### src/rtl/normalizer_and_packer.sv
`default_nettype none
// ============================================================================
//  Module      : normalizer_and_packer
//  Description : Back-end of the single-precision FP adder. Takes the raw
//                sign/exponent/mantissa/carry from the add stage, normalises
//                the mantissa one bit per cycle, range-checks the exponent
//                and packs the IEEE-754 word with Overflow/Underflow/Zero.
//  Revision    : 1.0 - initial release
// ============================================================================
module normalizer_and_packer #(
    parameter int EXP_W = 8,
    parameter int MAN_W = 24
) (
    input  logic                   Clk,
    input  logic                   Reset,
    input  logic                   In_Valid,
    output logic                   In_Ready,
    input  logic                   S_In,
    input  logic [EXP_W-1:0]       E_In,
    input  logic [MAN_W-1:0]       M_In,
    input  logic                   Carry_In,
    output logic                   Out_Valid,
    input  logic                   Out_Ready,
    output logic [EXP_W+MAN_W-1:0] Result,
    output logic                   Overflow,
    output logic                   Underflow,
    output logic                   Zero
);

    localparam logic [EXP_W-1:0]       C_EXP_ONES = {EXP_W{1'b1}};
    localparam logic [EXP_W-1:0]       C_EXP_ONE  = EXP_W'(1);
    localparam logic [EXP_W+MAN_W-1:0] C_RES_ZERO = '0;

    typedef enum logic [1:0] {
        IDLE = 2'd0,
        NORM = 2'd1,
        DONE = 2'd2
    } state_t;

    state_t                   state_q,     state_d;
    logic                     s_q,         s_d;
    logic [EXP_W-1:0]         e_q,         e_d;
    logic [MAN_W-1:0]         m_q,         m_d;
    logic [EXP_W+MAN_W-1:0]   result_q,    result_d;
    logic                     ovf_q,       ovf_d;
    logic                     unf_q,       unf_d;
    logic                     zero_q,      zero_d;
    logic                     out_valid_q, out_valid_d;

    logic [EXP_W-1:0]         w_e_inc;
    logic [EXP_W-1:0]         w_e_dec;
    logic [MAN_W-1:0]         w_m_shift;

    assign w_e_inc   = E_In + C_EXP_ONE;
    assign w_e_dec   = e_q - C_EXP_ONE;
    assign w_m_shift = {m_q[MAN_W-2:0], 1'b0};

    // Next-state, datapath and registered-output computation for the FSM.
    always_comb begin
        state_d     = state_q;
        s_d         = s_q;
        e_d         = e_q;
        m_d         = m_q;
        result_d    = result_q;
        ovf_d       = ovf_q;
        unf_d       = unf_q;
        zero_d      = zero_q;
        out_valid_d = out_valid_q;

        case (state_q)
            IDLE: begin
                if (In_Valid) begin
                    s_d    = S_In;
                    e_d    = E_In;
                    m_d    = M_In;
                    ovf_d  = 1'b0;
                    unf_d  = 1'b0;
                    zero_d = 1'b0;
                    if (E_In == C_EXP_ONES) begin
                        // Input already at Inf exponent: saturate.
                        state_d     = DONE;
                        out_valid_d = 1'b1;
                        ovf_d       = 1'b1;
                        result_d    = {S_In, C_EXP_ONES, {(MAN_W-1){1'b0}}};
                    end else if (Carry_In) begin
                        // Carry-out: one right shift brings the carry into the hidden bit.
                        m_d         = {1'b1, M_In[MAN_W-1:1]};
                        e_d         = w_e_inc;
                        state_d     = DONE;
                        out_valid_d = 1'b1;
                        if (w_e_inc == C_EXP_ONES) begin
                            ovf_d    = 1'b1;
                            result_d = {S_In, C_EXP_ONES, {(MAN_W-1){1'b0}}};
                        end else begin
                            result_d = {S_In, w_e_inc, M_In[MAN_W-1:1]};
                        end
                    end else if (M_In == '0) begin
                        // Exact cancellation always yields +0.
                        s_d         = 1'b0;
                        state_d     = DONE;
                        out_valid_d = 1'b1;
                        zero_d      = 1'b1;
                        result_d    = C_RES_ZERO;
                    end else if (M_In[MAN_W-1]) begin
                        state_d     = DONE;
                        out_valid_d = 1'b1;
                        if (E_In == '0) begin
                            // Exponent 0 would be a denormal encoding: flush.
                            unf_d    = 1'b1;
                            zero_d   = 1'b1;
                            result_d = C_RES_ZERO;
                        end else begin
                            result_d = {S_In, E_In, M_In[MAN_W-2:0]};
                        end
                    end else begin
                        state_d = NORM;
                    end
                end
            end

            NORM: begin
                if (e_q <= C_EXP_ONE) begin
                    // No exponent headroom left for another shift: flush to +0.
                    state_d     = DONE;
                    out_valid_d = 1'b1;
                    unf_d       = 1'b1;
                    zero_d      = 1'b1;
                    result_d    = C_RES_ZERO;
                end else begin
                    m_d = w_m_shift;
                    e_d = w_e_dec;
                    if (w_m_shift[MAN_W-1]) begin
                        state_d     = DONE;
                        out_valid_d = 1'b1;
                        result_d    = {s_q, w_e_dec, w_m_shift[MAN_W-2:0]};
                    end
                end
            end

            DONE: begin
                if (Out_Ready) begin
                    state_d     = IDLE;
                    out_valid_d = 1'b0;
                end
            end

            default: begin
                state_d     = IDLE;
                out_valid_d = 1'b0;
            end
        endcase
    end

    // State and datapath registers; reset discards any pending operation.
    always_ff @(posedge Clk or posedge Reset) begin
        if (Reset) begin
            state_q     <= IDLE;
            s_q         <= 1'b0;
            e_q         <= '0;
            m_q         <= '0;
            result_q    <= '0;
            ovf_q       <= 1'b0;
            unf_q       <= 1'b0;
            zero_q      <= 1'b0;
            out_valid_q <= 1'b0;
        end else begin
            state_q     <= state_d;
            s_q         <= s_d;
            e_q         <= e_d;
            m_q         <= m_d;
            result_q    <= result_d;
            ovf_q       <= ovf_d;
            unf_q       <= unf_d;
            zero_q      <= zero_d;
            out_valid_q <= out_valid_d;
        end
    end

    assign In_Ready  = (state_q == IDLE);
    assign Out_Valid = out_valid_q;
    assign Result    = result_q;
    assign Overflow  = ovf_q;
    assign Underflow = unf_q;
    assign Zero      = zero_q;

endmodule
`default_nettype wire

### config.mk
export PLATFORM = sky130hd
export DESIGN_NAME = normalizer_and_packer
export DESIGN_NICKNAME = d
export VERILOG_FILES = /design/src/rtl/normalizer_and_packer.sv
export SDC_FILE = /design/constraint.sdc
export NUM_CORES = 1
export LEC_CHECK = 0
export ABC_CLOCK_PERIOD_IN_PS = 2650
export BUFFER_PORTS_ARGS = -buffer_cell sky130_fd_sc_hd__buf_2
export CAP_MARGIN = 20
export CORE_UTILIZATION = 55
export CTS_CLUSTER_DIAMETER = 100
export DETAILED_ROUTE_END_ITERATION = 10
export HOLD_SLACK_MARGIN = 0.1
export PLACE_DENSITY = 0.78
export SYNTH_ARGS = -nofsm -noshare
export SYNTH_HDL_FRONTEND = slang
export SYNTH_SLANG_ARGS = --single-unit
export TNS_END_PERCENT = 50
### constraint.sdc
create_clock -name Clk -period 2.65 [get_ports Clk]
set_input_delay 0.53 -clock Clk [delete_from_list [all_inputs] [get_ports Clk]]
set_output_delay 0.53 -clock Clk [all_outputs]
set_load 0.01 [all_outputs]
==> flow_summary.html <==
<table>
<tr><th>Metric</th><th>Value</th></tr>
<tr><th colspan="2">Outcome</th></tr>
<tr><td>Run status</td><td>complete, no violations</td></tr>
<tr><th colspan="2">Placed design</th></tr>
<tr><td>Cell area reported after detailed placement</td><td>5080 um^2</td></tr>
<tr><td>HPWL after detailed placement</td><td>9.16 mm</td></tr>
<tr><td>Number of port buffers</td><td>74</td></tr>
<tr><td>Dpl cells</td><td>649</td></tr>
<tr><td>Pre-CTS WS</td><td>0.145 ns</td></tr>
<tr><td>Routability cong.</td><td>0.917</td></tr>
<tr><th colspan="2">Floorplan</th></tr>
<tr><td># rows</td><td>32</td></tr>
<tr><td>Die extent in x</td><td>92.6 um</td></tr>
<tr><td>Die Height</td><td>92.6 um</td></tr>
<tr><td>Area of the die</td><td>8580 um^2</td></tr>
<tr><td>Area of the core region</td><td>7850 um^2</td></tr>
<tr><td>Starting density of the core</td><td>0.576</td></tr>
<tr><td># IOs</td><td>75</td></tr>
<tr><th colspan="2">Hold path</th></tr>
<tr><td>Type of the tightest min-delay check</td><td>input port to asynchronous set/reset pin</td></tr>
<tr><th colspan="2">CTS</th></tr>
<tr><td>Clock transition at the registers of the reported paths</td><td>0.08 ns</td></tr>
<tr><td>Clock root buffer</td><td>sky130_fd_sc_hd__clkbuf_8</td></tr>
<tr><td>Clock insertion delay at the later pin of the skew report</td><td>0.35 ns</td></tr>
<tr><td>Buffer count from post-CTS setup fixing</td><td>0</td></tr>
<tr><td>Clock tree buffer depth</td><td>2</td></tr>
<tr><td>CTS buffer count</td><td>9</td></tr>
<tr><td>CTS HTree Levels</td><td>3</td></tr>
<tr><td>Number of cells upsized or downsized after cts</td><td>0</td></tr>
<tr><td>TritonCTS clock tree</td><td>built</td></tr>
<tr><td>Clk sink count</td><td>70</td></tr>
<tr><td>Post-CTS Hold Fix Bufs</td><td>0</td></tr>
<tr><th colspan="2">Critical path</th></tr>
<tr><td>List of cells traversed by the critical path</td><td>inv_1 -&gt; ha_1 -&gt; or2_2 -&gt; a31oi_4 -&gt; buf_12 -&gt; nor2_4 -&gt; buf_4 -&gt; a211oi_1 -&gt; a21o_1</td></tr>
<tr><td>Kind of critical path</td><td>flop to flop</td></tr>
<tr><td>Cells on worst reg2reg path</td><td>9</td></tr>
<tr><td>Crit path buf inv count</td><td>3</td></tr>
<tr><td>Crit path launch type</td><td>flop</td></tr>
<tr><td>Largest fanout on the critical path</td><td>33</td></tr>
<tr><td>Standard cell with the maximum stage delay on the critical path</td><td>sky130_fd_sc_hd__dfrtp_1</td></tr>
<tr><td>Cell type group with the largest total delay on the critical path</td><td>compound AO/OA/AOI/OAI gates</td></tr>
<tr><td>Crit path arrival time</td><td>2.76 ns</td></tr>
<tr><td>Critical Path RT</td><td>2.94 ns</td></tr>
<tr><td>Crit path capture type</td><td>flop</td></tr>
<tr><td>Setup slack, reg-to-reg</td><td>0.18 ns</td></tr>
<tr><td>Critical Path Stages</td><td>9</td></tr>
<tr><td>Largest stage delay, worst path</td><td>0.45 ns</td></tr>
<tr><th colspan="2">Finish</th></tr>
<tr><td>Area growth syn-to-layout</td><td>16.3%</td></tr>
<tr><td>Diodes inserted</td><td>0</td></tr>
<tr><td>Total Nets Final</td><td>601</td></tr>
<tr><td>Final design area excluding fillers</td><td>5250 um^2</td></tr>
<tr><td>Proportion of layout cells with a drive suffix above 1</td><td>0.251</td></tr>
<tr><td>Number of cells in the finished layout apart from fillers</td><td>664</td></tr>
<tr><td>Final core occ</td><td>0.669</td></tr>
<tr><th colspan="2">Detailed routing</th></tr>
<tr><td>Final routed DRC violation total</td><td>0</td></tr>
<tr><td>Final routed wirelength across all metal layers</td><td>13.0 mm</td></tr>
<tr><td>Per-cell via count in the routed design</td><td>6.75</td></tr>
<tr><td>Average routed wire per standard cell</td><td>19.6 um</td></tr>
<tr><td>Number of nets still failing antenna checks after routing</td><td>0</td></tr>
<tr><td>Total via count in the routed design</td><td>4483</td></tr>
<tr><td>Number of DRC markers after the initial detailed-route iteration</td><td>463</td></tr>
<tr><td>TritonRoute pass-1 iters</td><td>5</td></tr>
<tr><th colspan="2">STA</th></tr>
<tr><td>Slew Viols, Final</td><td>0</td></tr>
<tr><td>Final setup violating endpoints</td><td>0</td></tr>
<tr><td>Fmax achieved</td><td>405 MHz</td></tr>
<tr><td>Crit share post-route</td><td>0.931</td></tr>
<tr><td>Period minus WS final</td><td>2.47 ns</td></tr>
<tr><td>Relative slew margins</td><td>0.591</td></tr>
<tr><td>Sum Neg Setup Slack</td><td>0 ns</td></tr>
<tr><td>Worst setup skew after layout</td><td>0.00664 ns</td></tr>
<tr><td>Total count of hold-check failures in the final report</td><td>0</td></tr>
<tr><td>Worst Hold Slack</td><td>0.210 ns</td></tr>
<tr><td>RSZ-0062 raised after global routing</td><td>no</td></tr>
<tr><td>Least setup slack across all paths after layout</td><td>0.183 ns</td></tr>
<tr><td>Worst-margin pin slew</td><td>0.614 ns</td></tr>
<tr><th colspan="2">Yosys</th></tr>
<tr><td>Register area share after synthesis</td><td>0.388</td></tr>
<tr><td>Net count after synthesis</td><td>534</td></tr>
<tr><td>Proportion of register bits with asynchronous set or reset after synthesis</td><td>1.00</td></tr>
<tr><td>Number of flops mapped to enable cells by yosys</td><td>0</td></tr>
<tr><td>Warnings, synthesis</td><td>0</td></tr>
<tr><td>Library cell with the highest instance count after synthesis</td><td>sky130_fd_sc_hd__dfrtp_1</td></tr>
<tr><td>Biggest area contributors in the synthesized netlist</td><td>sky130_fd_sc_hd__dfrtp_1 39%, sky130_fd_sc_hd__mux2i_1 6.0%, sky130_fd_sc_hd__a21oi_1 5.4%</td></tr>
<tr><td>Commonest cells in the synthesized netlist</td><td>70 x sky130_fd_sc_hd__dfrtp_1, 49 x sky130_fd_sc_hd__a21oi_1, 38 x sky130_fd_sc_hd__nor2_1</td></tr>
<tr><td>Count of different cell masters after synthesis</td><td>56</td></tr>
<tr><td>Dominant cell type by area after synthesis</td><td>sky130_fd_sc_hd__dfrtp_1</td></tr>
<tr><td>Post-Syn Instances</td><td>491</td></tr>
<tr><td>Mapped cell area</td><td>4520 um^2</td></tr>
<tr><td>Share of the synthesized area in the top cell type</td><td>0.388</td></tr>
<tr><td>Synthesized area divided by synthesized cell count</td><td>9.20 um^2</td></tr>
<tr><td>Main synth FF type</td><td>sky130_fd_sc_hd__dfrtp_1</td></tr>
<tr><td>Count of state elements after synthesis</td><td>70</td></tr>
<tr><th colspan="2">Power</th></tr>
<tr><td>PD cells</td><td>985 nW/um^2</td></tr>
<tr><td>Peak supply drop</td><td>0.000593 V</td></tr>
<tr><td>Leak</td><td>2.38 nW</td></tr>
<tr><td>Post-route total power</td><td>5.18 mW</td></tr>
<tr><th colspan="2">Global route</th></tr>
<tr><td>First-pass GRT wire length</td><td>21.3 mm</td></tr>
<tr><td>Total congestion overflow after global routing</td><td>0</td></tr>
<tr><td>Number of antenna violations at the first check in global routing</td><td>0</td></tr>
<tr><td>Largest net degree at the start of global routing</td><td>60</td></tr>
<tr><td>Via count of the first global-routing pass</td><td>4151</td></tr>
<tr><td>Overall routing resource usage</td><td>0.320</td></tr>
<tr><th colspan="2">Job</th></tr>
<tr><td>Total of max-cap violations</td><td>0</td></tr>
</table>
-- per-layer routing --
metal / part of all wire / GRT usage / vias up
li1: - / - / 2027
met1: 0.43 / 0.460 / 2140
met2: 0.45 / 0.473 / 285
met3: 0.094 / 0.0575 / 31
met4: 0.024 / 0.135 / 0
met5: 0 / 0 / -
-- sequential cells by signal, indices dropped and copies added, names as in the netlist --
register,cells
Out_Valid,1
Overflow,1
Result,32
Underflow,1
Zero,1
e_q,8
m_q,23
s_q,1
state_q,2
-- worst paths after layout --
kind                            from         end
max                           e_q[0]     m_q[20]
min                            Reset  Result[17]
max reg2reg                   e_q[0]     m_q[20]
min reg2reg                      s_q         s_q
max in group asynchronous      Reset  Result[31]
min in group Clk           Out_Ready  state_q[1]
-- cell families (layout without fill, tap and decap cells) --
logic type	Yosys count	count (layout)	share of synthesized area
flip-flops	70	70	0.388
XOR/XNOR	10	10	0.0194
AO/OA/AOI/OAI	195	195	0.297
adder cells (fa/ha/maj)	5	5	0.0139
buffers and inverters	53	124	0.0526
AND/OR/NAND/NOR	119	119	0.131
multiplexers	39	39	0.0981
-- cells in the final DEF, fill, tap and decap left out, types with 3 or more instances in the layout --
master,count
sky130_fd_sc_hd__buf_2,74
sky130_fd_sc_hd__dfrtp_1,70
sky130_fd_sc_hd__a21oi_1,49
sky130_fd_sc_hd__nor2_1,37
sky130_fd_sc_hd__mux2i_1,27
sky130_fd_sc_hd__a32oi_1,24
sky130_fd_sc_hd__a211oi_1,23
sky130_fd_sc_hd__buf_4,23
sky130_fd_sc_hd__nand3_1,22
sky130_fd_sc_hd__a31oi_1,22
sky130_fd_sc_hd__a21o_1,22
sky130_fd_sc_hd__nand2_1,21
sky130_fd_sc_hd__o211ai_1,15
sky130_fd_sc_hd__clkbuf_8,11
sky130_fd_sc_hd__o21ai_0,10
sky130_fd_sc_hd__mux2_4,10
sky130_fd_sc_hd__inv_1,8
sky130_fd_sc_hd__xnor2_1,7
sky130_fd_sc_hd__nor4_1,6
sky130_fd_sc_hd__nor3_1,6
sky130_fd_sc_hd__o22ai_1,5
sky130_fd_sc_hd__ha_1,5
sky130_fd_sc_hd__and2_1,4
sky130_fd_sc_hd__nand4_1,3
sky130_fd_sc_hd__and4_1,3
sky130_fd_sc_hd__and3_1,3
sky130_fd_sc_hd__a41oi_1,3
sky130_fd_sc_hd__xor2_1,3
sky130_fd_sc_hd__buf_12,3
-- area by class of cell --
cell class / instances / area, um^2
Sequential cell: 70 / 1750
Inverter: 9 / 33.8
Clock buffer: 12 / 155
Tap cell: 102 / 128
Timing Repair Buffer: 100 / 603
Multi-Input combinational cell: 368 / 2560
Fill cell: 673 / 2590
Clock inverter: 3 / 20.0
-- where the power goes --
group          internal [mW]  total, mW  switching, mW
logic                   1.05       2.32           1.27
registers               1.60       2.06          0.459
clock network          0.385      0.794          0.410
No activity file was read; power rests on OpenSTA's default activity.
